<file path="src/rtl/muldiv_pkg.sv">
`default_nettype none
// +----------------------------------------------------------------------+
// | muldiv_pkg : shared types and op-decode helpers for muldiv_unit      |
// | Rev 1.0                                                              |
// +----------------------------------------------------------------------+
package muldiv_pkg;

  typedef enum logic [2:0] {
    OP_MUL    = 3'b000,
    OP_MULH   = 3'b001,
    OP_MULHSU = 3'b010,
    OP_MULHU  = 3'b011,
    OP_DIV    = 3'b100,
    OP_DIVU   = 3'b101,
    OP_REM    = 3'b110,
    OP_REMU   = 3'b111
  } op_e;

  typedef enum logic [2:0] {
    ST_IDLE = 3'd0,
    ST_PREP = 3'd1,
    ST_CALC = 3'd2,
    ST_FIX  = 3'd3,
    ST_DONE = 3'd4
  } state_e;

  function automatic logic is_div(input op_e op);
    return op[2];
  endfunction

  function automatic logic is_signed_a(input op_e op);
    return (op == OP_MULH) || (op == OP_MULHSU) || (op == OP_DIV) || (op == OP_REM);
  endfunction

  function automatic logic is_signed_b(input op_e op);
    return (op == OP_MULH) || (op == OP_DIV) || (op == OP_REM);
  endfunction

endpackage
`default_nettype wire

</file>
<file path="src/rtl/muldiv_if.sv">
`default_nettype none
// +----------------------------------------------------------------------+
// | muldiv_if : request/response bundle between EX stage and muldiv_unit |
// | Rev 1.0                                                              |
// +----------------------------------------------------------------------+
interface muldiv_if #(
  parameter int XLEN = 32
) ();
  import muldiv_pkg::*;

  logic            start;
  op_e             op;
  logic [XLEN-1:0] a;
  logic [XLEN-1:0] b;
  logic            kill;
  logic            busy;
  logic            done;
  logic [XLEN-1:0] result;

  modport master (output start, op, a, b, kill, input busy, done, result);
  modport slave  (input start, op, a, b, kill, output busy, done, result);

endinterface
`default_nettype wire

</file>
<file path="src/rtl/muldiv_step.sv">
`default_nettype none
// +----------------------------------------------------------------------+
// | muldiv_step : one shift-add (mul) or restoring-subtract (div) bit    |
// | Rev 1.0                                                              |
// +----------------------------------------------------------------------+
module muldiv_step #(
  parameter int XLEN = 32
) (
  input  logic            is_div,
  input  logic [XLEN-1:0] d,
  input  logic [XLEN-1:0] hi_in,
  input  logic [XLEN-1:0] lo_in,
  output logic [XLEN-1:0] hi_out,
  output logic [XLEN-1:0] lo_out
);

  logic [XLEN:0]   w_sum;
  logic [XLEN:0]   w_shift;
  logic [XLEN-1:0] w_sub;
  logic            w_ge;

  always_comb begin
    w_sum   = {1'b0, hi_in} + (lo_in[0] ? {1'b0, d} : '0);
    w_shift = {hi_in, lo_in[XLEN-1]};
    w_ge    = (w_shift >= {1'b0, d});
    // When w_ge holds the difference is below d, so the low XLEN bits are exact.
    w_sub   = w_shift[XLEN-1:0] - d;
    if (is_div) begin
      hi_out = w_ge ? w_sub : w_shift[XLEN-1:0];
      lo_out = {lo_in[XLEN-2:0], w_ge};
    end else begin
      hi_out = w_sum[XLEN:1];
      lo_out = {w_sum[0], lo_in[XLEN-1:1]};
    end
  end

endmodule
`default_nettype wire

</file>
<file path="src/rtl/muldiv_unit.sv">
`default_nettype none
// +----------------------------------------------------------------------+
// | muldiv_unit : iterative RV32M multiply/divide unit for the EX stage  |
// | Optional: MULDIV_REM_FUSE_EN reuses a finished DIV for REM and back. |
// | Rev 1.0                                                              |
// +----------------------------------------------------------------------+
module muldiv_unit #(
  parameter int XLEN   = 32,
  parameter int UNROLL = 1
) (
  input  logic     clk,
  input  logic     rst,
  muldiv_if.slave  bus
);
  import muldiv_pkg::*;

  localparam int ITER  = XLEN / UNROLL;
  localparam int CNT_W = (ITER > 1) ? $clog2(ITER) : 1;

  state_e            r_state;
  state_e            w_state_nxt;
  op_e               r_op;
  logic [XLEN-1:0]   r_a;
  logic [XLEN-1:0]   r_b;
  logic [XLEN-1:0]   r_hi;
  logic [XLEN-1:0]   r_lo;
  logic [XLEN-1:0]   r_d;
  logic [XLEN-1:0]   r_result;
  logic [CNT_W-1:0]  r_cnt;
  logic              r_neg_q;
  logic              r_neg_r;
  logic              r_special;
  logic              r_fused;

  logic              w_busy;
  logic              w_accept;
  logic              w_sa;
  logic              w_sb;
  logic [XLEN-1:0]   w_mag_a;
  logic [XLEN-1:0]   w_mag_b;
  logic              w_b_zero;
  logic              w_special;
  logic [2*XLEN-1:0] w_prod;
  logic [2*XLEN-1:0] w_prod_s;
  logic [XLEN-1:0]   w_quot;
  logic [XLEN-1:0]   w_rem;
  logic [XLEN-1:0]   w_fix_res;
  logic [XLEN-1:0]   w_hi_nxt;
  logic [XLEN-1:0]   w_lo_nxt;
  logic              w_fuse_hit;
  logic [XLEN-1:0]   w_fuse_q;
  logic [XLEN-1:0]   w_fuse_r;

  assign w_busy     = (r_state == ST_PREP) || (r_state == ST_CALC) || (r_state == ST_FIX);
  assign w_accept   = (r_state == ST_IDLE) && bus.start && !bus.kill;
  assign bus.busy   = w_busy;
  assign bus.done   = (r_state == ST_DONE);
  assign bus.result = r_result;

  // ---------------------------------------------------------------- FSM
  always_ff @(posedge clk) begin
    if (rst) begin
      r_state <= ST_IDLE;
    end else begin
      r_state <= w_state_nxt;
    end
  end

  always_comb begin
    w_state_nxt = r_state;
    unique case (r_state)
      ST_IDLE: if (w_accept) w_state_nxt = w_fuse_hit ? ST_FIX : ST_PREP;
      ST_PREP: w_state_nxt = w_special ? ST_FIX : ST_CALC;
      ST_CALC: if (r_cnt == '0) w_state_nxt = ST_FIX;
      ST_FIX:  w_state_nxt = ST_DONE;
      ST_DONE: w_state_nxt = ST_IDLE;
      default: w_state_nxt = ST_IDLE;
    endcase
    if (bus.kill && w_busy) w_state_nxt = ST_IDLE;
  end

  // ---------------------------------------------------------------- operand conditioning
  always_comb begin
    w_sa      = is_signed_a(r_op) && r_a[XLEN-1];
    w_sb      = is_signed_b(r_op) && r_b[XLEN-1];
    w_mag_a   = w_sa ? -r_a : r_a;
    w_mag_b   = w_sb ? -r_b : r_b;
    w_b_zero  = (r_b == '0);
    // Only signed division can overflow: most-negative / -1.
    w_special = is_div(r_op) && (w_b_zero ||
                (is_signed_a(r_op) && (r_a == {1'b1, {(XLEN-1){1'b0}}}) && (r_b == '1)));
  end

  // ---------------------------------------------------------------- iteration chain
  for (genvar gi = 0; gi < UNROLL; gi++) begin : g_step
    logic [XLEN-1:0] hi_in;
    logic [XLEN-1:0] lo_in;
    logic [XLEN-1:0] hi_out;
    logic [XLEN-1:0] lo_out;
    if (gi == 0) begin : g_first
      assign hi_in = r_hi;
      assign lo_in = r_lo;
    end else begin : g_chain
      assign hi_in = g_step[gi-1].hi_out;
      assign lo_in = g_step[gi-1].lo_out;
    end
    muldiv_step #(.XLEN(XLEN)) u_step (
      .is_div (is_div(r_op)),
      .d      (r_d),
      .hi_in  (hi_in),
      .lo_in  (lo_in),
      .hi_out (hi_out),
      .lo_out (lo_out)
    );
  end

  assign w_hi_nxt = g_step[UNROLL-1].hi_out;
  assign w_lo_nxt = g_step[UNROLL-1].lo_out;

  // ---------------------------------------------------------------- result fix-up
  always_comb begin
    w_prod   = {r_hi, r_lo};
    w_prod_s = r_neg_q ? -w_prod : w_prod;
    if (r_fused) begin
      w_quot = w_fuse_q;
      w_rem  = w_fuse_r;
    end else if (r_special) begin
      w_quot = w_b_zero ? '1  : r_a;
      w_rem  = w_b_zero ? r_a : '0;
    end else begin
      w_quot = r_neg_q ? -r_lo : r_lo;
      w_rem  = r_neg_r ? -r_hi : r_hi;
    end
    case (r_op)
      OP_MUL:                       w_fix_res = w_prod_s[XLEN-1:0];
      OP_MULH, OP_MULHSU, OP_MULHU: w_fix_res = w_prod_s[2*XLEN-1:XLEN];
      OP_DIV, OP_DIVU:              w_fix_res = w_quot;
      default:                      w_fix_res = w_rem;
    endcase
  end

  // ---------------------------------------------------------------- datapath registers
  always_ff @(posedge clk) begin
    if (rst) begin
      r_op      <= OP_MUL;
      r_a       <= '0;
      r_b       <= '0;
      r_hi      <= '0;
      r_lo      <= '0;
      r_d       <= '0;
      r_cnt     <= '0;
      r_neg_q   <= 1'b0;
      r_neg_r   <= 1'b0;
      r_special <= 1'b0;
      r_fused   <= 1'b0;
      r_result  <= '0;
    end else begin
      case (r_state)
        ST_IDLE: begin
          if (w_accept) begin
            r_op    <= bus.op;
            r_a     <= bus.a;
            r_b     <= bus.b;
            r_fused <= w_fuse_hit;
          end
        end
        ST_PREP: begin
          r_hi      <= '0;
          r_lo      <= is_div(r_op) ? w_mag_a : w_mag_b;
          r_d       <= is_div(r_op) ? w_mag_b : w_mag_a;
          r_cnt     <= CNT_W'(ITER - 1);
          r_neg_q   <= w_sa ^ w_sb;
          r_neg_r   <= w_sa;
          r_special <= w_special;
        end
        ST_CALC: begin
          r_hi  <= w_hi_nxt;
          r_lo  <= w_lo_nxt;
          r_cnt <= r_cnt - CNT_W'(1);
        end
        ST_FIX: begin
          if (!bus.kill) r_result <= w_fix_res;
        end
        default: ;
      endcase
    end
  end

  // ---------------------------------------------------------------- DIV/REM fusion
`ifdef MULDIV_REM_FUSE_EN
  logic            r_fv;
  op_e             r_fop;
  logic [XLEN-1:0] r_fa;
  logic [XLEN-1:0] r_fb;
  logic [XLEN-1:0] r_fq;
  logic [XLEN-1:0] r_fr;

  // Complementary op differs only in bit 1 (DIV<->REM, DIVU<->REMU).
  assign w_fuse_hit = r_fv && is_div(bus.op) && (bus.op == (r_fop ^ 3'b010)) &&
                      (bus.a == r_fa) && (bus.b == r_fb);
  assign w_fuse_q   = r_fq;
  assign w_fuse_r   = r_fr;

  always_ff @(posedge clk) begin
    if (rst) begin
      r_fv  <= 1'b0;
      r_fop <= OP_MUL;
      r_fa  <= '0;
      r_fb  <= '0;
      r_fq  <= '0;
      r_fr  <= '0;
    end else if (w_accept && !is_div(bus.op)) begin
      r_fv <= 1'b0;
    end else if (w_busy && bus.kill) begin
      r_fv <= 1'b0;
    end else if ((r_state == ST_FIX) && is_div(r_op)) begin
      r_fv  <= 1'b1;
      r_fop <= r_op;
      r_fa  <= r_a;
      r_fb  <= r_b;
      r_fq  <= w_quot;
      r_fr  <= w_rem;
    end
  end
`else
  assign w_fuse_hit = 1'b0;
  assign w_fuse_q   = '0;
  assign w_fuse_r   = '0;
`endif

endmodule
`default_nettype wire

</file>
<file path="src/flat_wrapper.sv">
// flat-port wrapper written by rule: the top's interface ports become plain ports
module muldiv_unit_flat import muldiv_pkg::*;
#(
  parameter int XLEN   = 32,
  parameter int UNROLL = 1
)
  (clk, rst, bus_start, bus_op, bus_a, bus_b, bus_kill, bus_busy, bus_done, bus_result);
  muldiv_if #(.XLEN(XLEN)) bus_i ();
  input  logic clk;
  input  logic rst;
  input wire logic [$bits(bus_i.start)-1:0] bus_start;
  input wire logic [$bits(bus_i.op)-1:0] bus_op;
  input wire logic [$bits(bus_i.a)-1:0] bus_a;
  input wire logic [$bits(bus_i.b)-1:0] bus_b;
  input wire logic [$bits(bus_i.kill)-1:0] bus_kill;
  output wire logic [$bits(bus_i.busy)-1:0] bus_busy;
  output wire logic [$bits(bus_i.done)-1:0] bus_done;
  output wire logic [$bits(bus_i.result)-1:0] bus_result;
  assign bus_i.start = bus_start;
  assign bus_i.op = bus_op;
  assign bus_i.a = bus_a;
  assign bus_i.b = bus_b;
  assign bus_i.kill = bus_kill;
  assign bus_busy = bus_i.busy;
  assign bus_done = bus_i.done;
  assign bus_result = bus_i.result;
  muldiv_unit #(.XLEN(XLEN), .UNROLL(UNROLL)) u_core (.clk(clk), .rst(rst), .bus(bus_i));
endmodule
</file>
<file path="config.mk">
export PLATFORM = sky130hd
export DESIGN_NAME = muldiv_unit_flat
export DESIGN_NICKNAME = d
export VERILOG_FILES = /design/src/rtl/muldiv_pkg.sv /design/src/rtl/muldiv_if.sv /design/src/rtl/muldiv_step.sv /design/src/rtl/muldiv_unit.sv /design/src/flat_wrapper.sv
export SDC_FILE = /design/constraint.sdc
export NUM_CORES = 1
export LEC_CHECK = 0
export ABC_AREA = 1
export CAP_MARGIN = 20
export CORE_UTILIZATION = 60
export CTS_BUF_LIST = sky130_fd_sc_hd__clkbuf_8 sky130_fd_sc_hd__clkbuf_16
export CTS_CLUSTER_DIAMETER = 200
export CTS_CLUSTER_SIZE = 12
export DETAILED_ROUTE_END_ITERATION = 10
export PLACE_DENSITY = 0.8
export RECOVER_POWER = 50
export SLEW_MARGIN = 20
export SYNTH_ARGS = -nofsm -noshare
export SYNTH_HDL_FRONTEND = slang
export SYNTH_HIERARCHICAL = 1
export SYNTH_SLANG_ARGS = --single-unit
</file>
<file path="constraint.sdc">
create_clock -name clk -period 2.8 [get_ports clk]
set_input_delay 0.84 -clock clk [delete_from_list [all_inputs] [get_ports clk]]
set_output_delay 0.84 -clock clk [all_outputs]
set_load 0.01 [all_outputs]
</file>
; ---- After elaboration in Yosys (flattened, before gate mapping)
; Cells that the tools add are included.
[op_classes]
addsub = 8
order_cmp = 1
n_eq_ne = 14
mux = 23
bitwise = 2
n_reduce_logical = 28
[ops]
columns = op, n
row1 = 32-bit two-way mux, 14
row2 = 32-bit negator, 4
row3 = 32-bit one-hot mux with 2 select lines, 2
row4 = 32-bit one-hot mux with 3 select lines, 1
row5 = 32-bit equality test (second input constant), 2
row6 = 64-bit two-way mux, 1
row7 = 64-bit negator, 1
row8 = 32-bit by 33-bit adder with 33-bit output, 1
row9 = 33-bit by 32-bit >= comparator with 1-bit output, 1
row10 = 32-bit logical NOT, 1
row11 = 32-bit subtractor, 1
row12 = 3-bit by 2-bit equality test with 1-bit output (second input constant), 4
row13 = 3-bit equality test (second input constant), 4
row14 = 3-bit one-hot mux with 4 select lines, 1
row15 = 5-bit one-hot mux with 2 select lines, 1
row16 = 1-bit logical AND, 8
row17 = 1-bit logical OR, 8
row18 = 3-bit by 1-bit equality test with 1-bit output (second input constant), 2
row19 = 3-bit logical NOT, 2
row20 = 3-bit two-way mux, 2
row21 = 2-bit AND reduction, 3
row22 = 5-bit logical NOT, 1
row23 = 5-bit by 1-bit subtractor with 5-bit output (second input constant), 1
row24 = 2-bit OR reduction, 2
row25 = 8 further kinds, 8
[totals]
reg_bits = 206
input_bits = 71
out_inout_bits = 34
word_cells = 88

; ---- Longest topological paths before layout
[depth]
depth_word = 10
ltp_mapped = 19

; ---- Cells and area by module
; The synthesis kept the hierarchy.
[modules_own_cells]
columns = module, n_inst, cells_per_inst, area_each_um2, seq_area_each_um2
row1 = muldiv_unit, 1, 2548, 14914.3, 4124.0
row2 = muldiv_step, 1, 1278, 6282.3, 0.0

; ---- Least setup slack after synthesis
; Ideal clock, no wire load.
[synth_path]
kind = register to register
startpoint = reg u_core.r_lo[0] (netlist: u_core/g_step[0].lo_in[0])
endpoint = reg u_core.r_hi[7] (netlist: u_core/g_step[0].hi_in[7])
setup_time_ns = 0.132
arrival_time_ns = 2.342
required_time_ns = 2.668
path_slack_ns = 0.326
stages_incl_launch_ff = 17
period_less_slack_ns = 2.474
cell_sequence = dfxtp_1 > clkbuf_1 > clkbuf_1 > nand2_1 > inv_1 > ha_1 > fa_1 > nand2_1 > nand2_1 > and2_1 > a21oi_1 > inv_1 > or2_2 > nand3_1 > nand2_1 > nand2_1 > a21oi_1
[synth_via]
elab_chain_len = 4
[synth_lines]
columns = item, line_no
row1 = "start, declared", muldiv_unit.sv:26  ; logic [XLEN-1:0] r_lo;
row2 = "start signal, assigned", muldiv_unit.sv:169  ; r_lo <= is_div(r_op) ? w_mag_a : w_mag_b;
row3 = "start signal, assigned", muldiv_unit.sv:178  ; r_lo <= w_lo_nxt;
row4 = 32-bit two-way mux, muldiv_step.sv:23  ; w_sum = {1'b0, hi_in} + (lo_in[0] ? {1'b0, d} : '0);
row5 = 32-bit by 33-bit adder with 33-bit output, muldiv_step.sv:23
row6 = 32-bit two-way mux, muldiv_step.sv:28  ; if (is_div) begin
row7 = via u_core.g_step[0].hi_out[7], muldiv_unit.sv:98  ; logic [XLEN-1:0] hi_out;
row8 = 32-bit one-hot mux with 2 select lines, muldiv_unit.sv:158  ; case (r_state)
row9 = "end signal, assigned", muldiv_unit.sv:177  ; r_hi <= w_hi_nxt;
row10 = "end, declared", muldiv_unit.sv:25  ; logic [XLEN-1:0] r_hi;
; The timed path passes the listed nets, and every way through them passes these cells.
; A chain may end at the register's enable or synchronous reset.

; ---- Worst setup path in the final report
[layout_path]
startpoint = reg u_core.r_d[17]
endpoint = reg u_core.r_hi[17] (netlist: u_core/g_step[0].hi_in[17])
[layout_via]
elab_chain_len = 4
elab_cells_between_ends = 7
cone_classes = add/sub (2) / order compare (1) / mux (4)
[layout_lines]
columns = item, line_no
row1 = "start, declared", muldiv_unit.sv:27  ; logic [XLEN-1:0] r_d;
row2 = "start signal, assigned", muldiv_unit.sv:170  ; r_d <= is_div(r_op) ? w_mag_b : w_mag_a;
row3 = "32-bit two-way mux, or another cell as far along", muldiv_step.sv:23
row4 = 32-bit by 33-bit adder with 33-bit output / 32-bit two-way mux (equally long branches), "muldiv_step.sv:23, muldiv_step.sv:29"
row5 = 32-bit two-way mux (*), muldiv_step.sv:28
row6 = via u_core.g_step[0].hi_out[17], muldiv_unit.sv:98
row7 = 32-bit one-hot mux with 2 select lines (*), muldiv_unit.sv:158
; Mark *: on every way through the listed nets, which the timed path passes. The rest lies on a longest branch.

==> results.sh <==
export IMPL_outcome="finished clean"
export IMPL_clock_sinks=206
export IMPL_layout_drive_gt1_share_pct=7.36
export IMPL_synth_cells=3826
export IMPL_ios=105
export IMPL_p_seq_share_pct=15.5
export IMPL_port_buffers=104
export IMPL_synth_seq_area_share_pct=19.5
export IMPL_hold_depth=2
export IMPL_layout_common_cells="1318 x nand2_1, 477 x inv_1, 404 x nand3_1"
export IMPL_synth_edf_count=0
export IMPL_overflow=0
export IMPL_p_switching_uw=15200
export IMPL_max_cap_viol_count=0
export IMPL_grt_max_degree=102
export IMPL_power_uw=25800
export IMPL_die_h_um=190
export IMPL_setup_viol=0
export IMPL_internal_power_uw=10600
export IMPL_min_period_over_period_pct=95.7
export IMPL_finalHoldViolCount=0
export IMPL_postSynth_asyncResetShare_pct=0
export IMPL_crit_path_end_kind="register"
export IMPL_relSlewSlack_pct=40.7
export IMPL_path_clk_slew_ns=0.08
export IMPL_core_area_sq_um=34600
export IMPL_crit_path_max_fanout=5
export IMPL_syn_avg_cell_area_sq_um=5.54
export IMPL_clkLatencyLatePin_ns=0.57
export IMPL_cts_tree="yes"
export IMPL_min_path_type="register to register"
export IMPL_cp_required_ns=3.29
export IMPL_antenna_found_initial=4
export IMPL_route_vias_total=26000
export IMPL_drtPass1Iterations=7
export IMPL_ir_drop_uv=1140
export IMPL_grt_usage_pct=47.9
export IMPL_drt_initial_drc_count=3676
export IMPL_ys_types=60
export IMPL_cts_hold_buf=0
export IMPL_wire_per_inst_um=20.1
export IMPL_cp_cell_sequence="buf_4, nand2_1, inv_1, ha_1, nand2_1, nor2_1, inv_1, nor2_1, nand4_1, nand3_1, or2_2, nand3_1, nand2_1, nand2_1, a21oi_1"
export IMPL_worst_path_most_repeated_cell="nand2_1"
export IMPL_pwr_share_clk_pct=10.2
export IMPL_mostFrequentLayoutCell="nand2_1"
export IMPL_switching_share_pct=59.0
export IMPL_core_rowCount=68
export IMPL_wl_mm=87.8
export IMPL_r2r_cells=15
export IMPL_path_class="register to register"
export IMPL_clock_fmax_ghz=0.373
export IMPL_leakagePower_uw=0.0120
export IMPL_dpl_hpwl_mm=69.7
export IMPL_powerDensity_nw_per_um2=1100
export IMPL_worstPathArrival_ns=3.17
export IMPL_clockBufferDepth=3
export IMPL_synth_nets=3970
export IMPL_grt_pass1_wl_mm=132
export IMPL_yosysWarnings=6
export IMPL_htreeDepth=1
export IMPL_ant_nets=0
export IMPL_via_per_inst=5.96
export IMPL_fin_crit_ns=2.68
export IMPL_fin_skew_ns=0.0381
export IMPL_combPwrFrac_pct=74.3
export IMPL_post_route_util_pct=68.0
export IMPL_crit_slowest_cell="dfxtp_1"
export IMPL_n_fill_cell=3402
export IMPL_syn2layout_area_growth_pct=11.1
export IMPL_ys_seq_elements=206
export IMPL_dieArea_sq_um=36100
export IMPL_layout_nets=4055
export IMPL_route_detailed_drc=0
export IMPL_cts_made_buffers=21
export IMPL_grt_pass1_vias=23100
export IMPL_die_w_um=190
export IMPL_tightest_slew_ns=0.890
export IMPL_start_kind="register"
export IMPL_slowest_delay_ns=0.36
export IMPL_cts_root_buf="clkbuf_16"
export IMPL_syn_cell_area_sq_um=21200
export IMPL_ys_flop_type="dfxtp_1"
export IMPL_start_util_pct=61.2
export IMPL_drv_slew=0
export IMPL_gp_congestion=1.11
==> power by group through the flow <==
stage | combinational, uW | clock (uW) | sequential [uW]
2_1_floorplan | 13900 | 0 | 3800
3_3_place_gp | 18200 | 0 | 4010
3_5_place_dp | 18300 | 0 | 4020
4_1_cts | 18400 | 2620 | 3950
5_1_grt | 20900 | 2720 | 4010
6_report | 19200 | 2630 | 4000
==> metrics by stage <==
stage	setup WS (ns)	std cells	hold slack [ns]	setup TNS (ns)	area, sq um
after detailed placement	0.0116	4343	0.456	0	23000
after global placement	0.0249	4343	0.451	0	23000
after CTS	0.134	4366	0.465	0	23600
final	0.121	4368	0.460	0	23500
after floorplan	0.326	3826	0.448	0	21200
after global routing	-0.0293	4366	0.470	-0.0293	23500
==> state kept, by name, indices dropped and copies added (netlist names) <==
| signal | count |
|---|---|
| u_core/g_step.hi_in | 32 |
| u_core/r_d | 32 |
| u_core/r_b | 32 |
| u_core/r_op | 3 |
| u_core/r_state | 3 |
| u_core/g_step.lo_in | 32 |
| u_core/bus.result | 32 |
| u_core/r_neg_r | 1 |
| u_core/r_neg_q | 1 |
| u_core/r_a | 32 |
| u_core/r_cnt | 5 |
| u_core/r_special | 1 |
==> final timing paths <==
kind	start	slack [ns]	end
hold reg to reg	u_core/bus.result[27]$_SDFFE_PP0P_	0.46	u_core/bus.result[27]$_SDFFE_PP0P_
setup reg to reg	u_core/r_d[17]$_SDFFE_PP0P_	0.12	u_core/g_step[0].hi_in[17]$_SDFFE_PP0P_
hold / removal	u_core/bus.result[27]$_SDFFE_PP0P_	0.46	u_core/bus.result[27]$_SDFFE_PP0P_
setup / recovery	u_core/r_d[17]$_SDFFE_PP0P_	0.12	u_core/g_step[0].hi_in[17]$_SDFFE_PP0P_
==> synthesized netlist by cell type (all sizes together), types with 4 or more instances <==
| library cell | instances | area share, % |
|---|---|---|
| ha | 71 | 4.2 |
| o2111ai | 4 | 0.17 |
| nand3 | 436 | 11 |
| nand4 | 35 | 1.1 |
| xnor2 | 18 | 0.74 |
| nor4 | 7 | 0.21 |
| nand3b | 40 | 1.4 |
| a21oi | 256 | 6.3 |
| nand2 | 1343 | 24 |
| xor2 | 58 | 2.4 |
| or2 | 14 | 0.41 |
| nor2 | 376 | 7.5 |
| o21ai | 218 | 5.3 |
| inv | 491 | 8.7 |
| clkinv | 10 | 0.18 |
| buf | 84 | 2.5 |
| o21bai | 6 | 0.21 |
| nor3 | 17 | 0.48 |
| o21a | 5 | 0.18 |
| clkbuf | 67 | 1.2 |
| a31oi | 19 | 0.56 |
| a22oi | 4 | 0.14 |
| o211ai | 20 | 0.73 |
| and2 | 6 | 0.19 |
| dfxtp | 206 | 19 |
==> kinds of logic after synthesis <==
logic type	count (synthesis)	synth area share (%)
buf+inv	652	12.6
xor+xnor	76	3.14
fa+ha+maj	73	4.38
simple gates	2275	46.5
flops	206	19.5
compound gates	544	14.0
==> area by class of cell <==
cell class / count / area, sq um / share of cell area [%]
antenna: 2 / 5.00 / 0.0213
sequential: 206 / 4130 / 17.5
inverter: 501 / 1890 / 8.01
clock inverter: 2 / 20.0 / 0.0850
multi-input combinational: 2968 / 14400 / 61.3
clock buffer: 21 / 526 / 2.23
timing repair buffer: 213 / 1970 / 8.38
tap: 455 / 569 / 2.42
==> layer usage <==
| metal | vias to the layer above | track usage [%] | wire [um] |
|---|---|---|---|
| li1 | 12400 | - | - |
| met1 | 11600 | 60.6 | 33500 |
| met2 | 1738 | 68.7 | 35000 |
| met3 | 338 | 16.9 | 12900 |
| met4 | 8 | 29.8 | 6250 |
| met5 | - | 2.61 | 227 |
==> worst max-delay path, delay by kind of cell (launching register included) <==
family / cells / cell delay, ns
fa+ha+maj: 1 / 0.35
buf+inv: 3 / 0.38
flops: 1 / 0.36
compound gates: 1 / 0.15
simple gates: 10 / 1.38
==> timing repair <==
| item | CTS | global route |
|---|---|---|
| setup endpoints to repair | 1 | 15 |
| setup buffers | 0 | 0 |
| gates resized for setup | 1 | 9 |
Power figures use the tool's default switching activity.
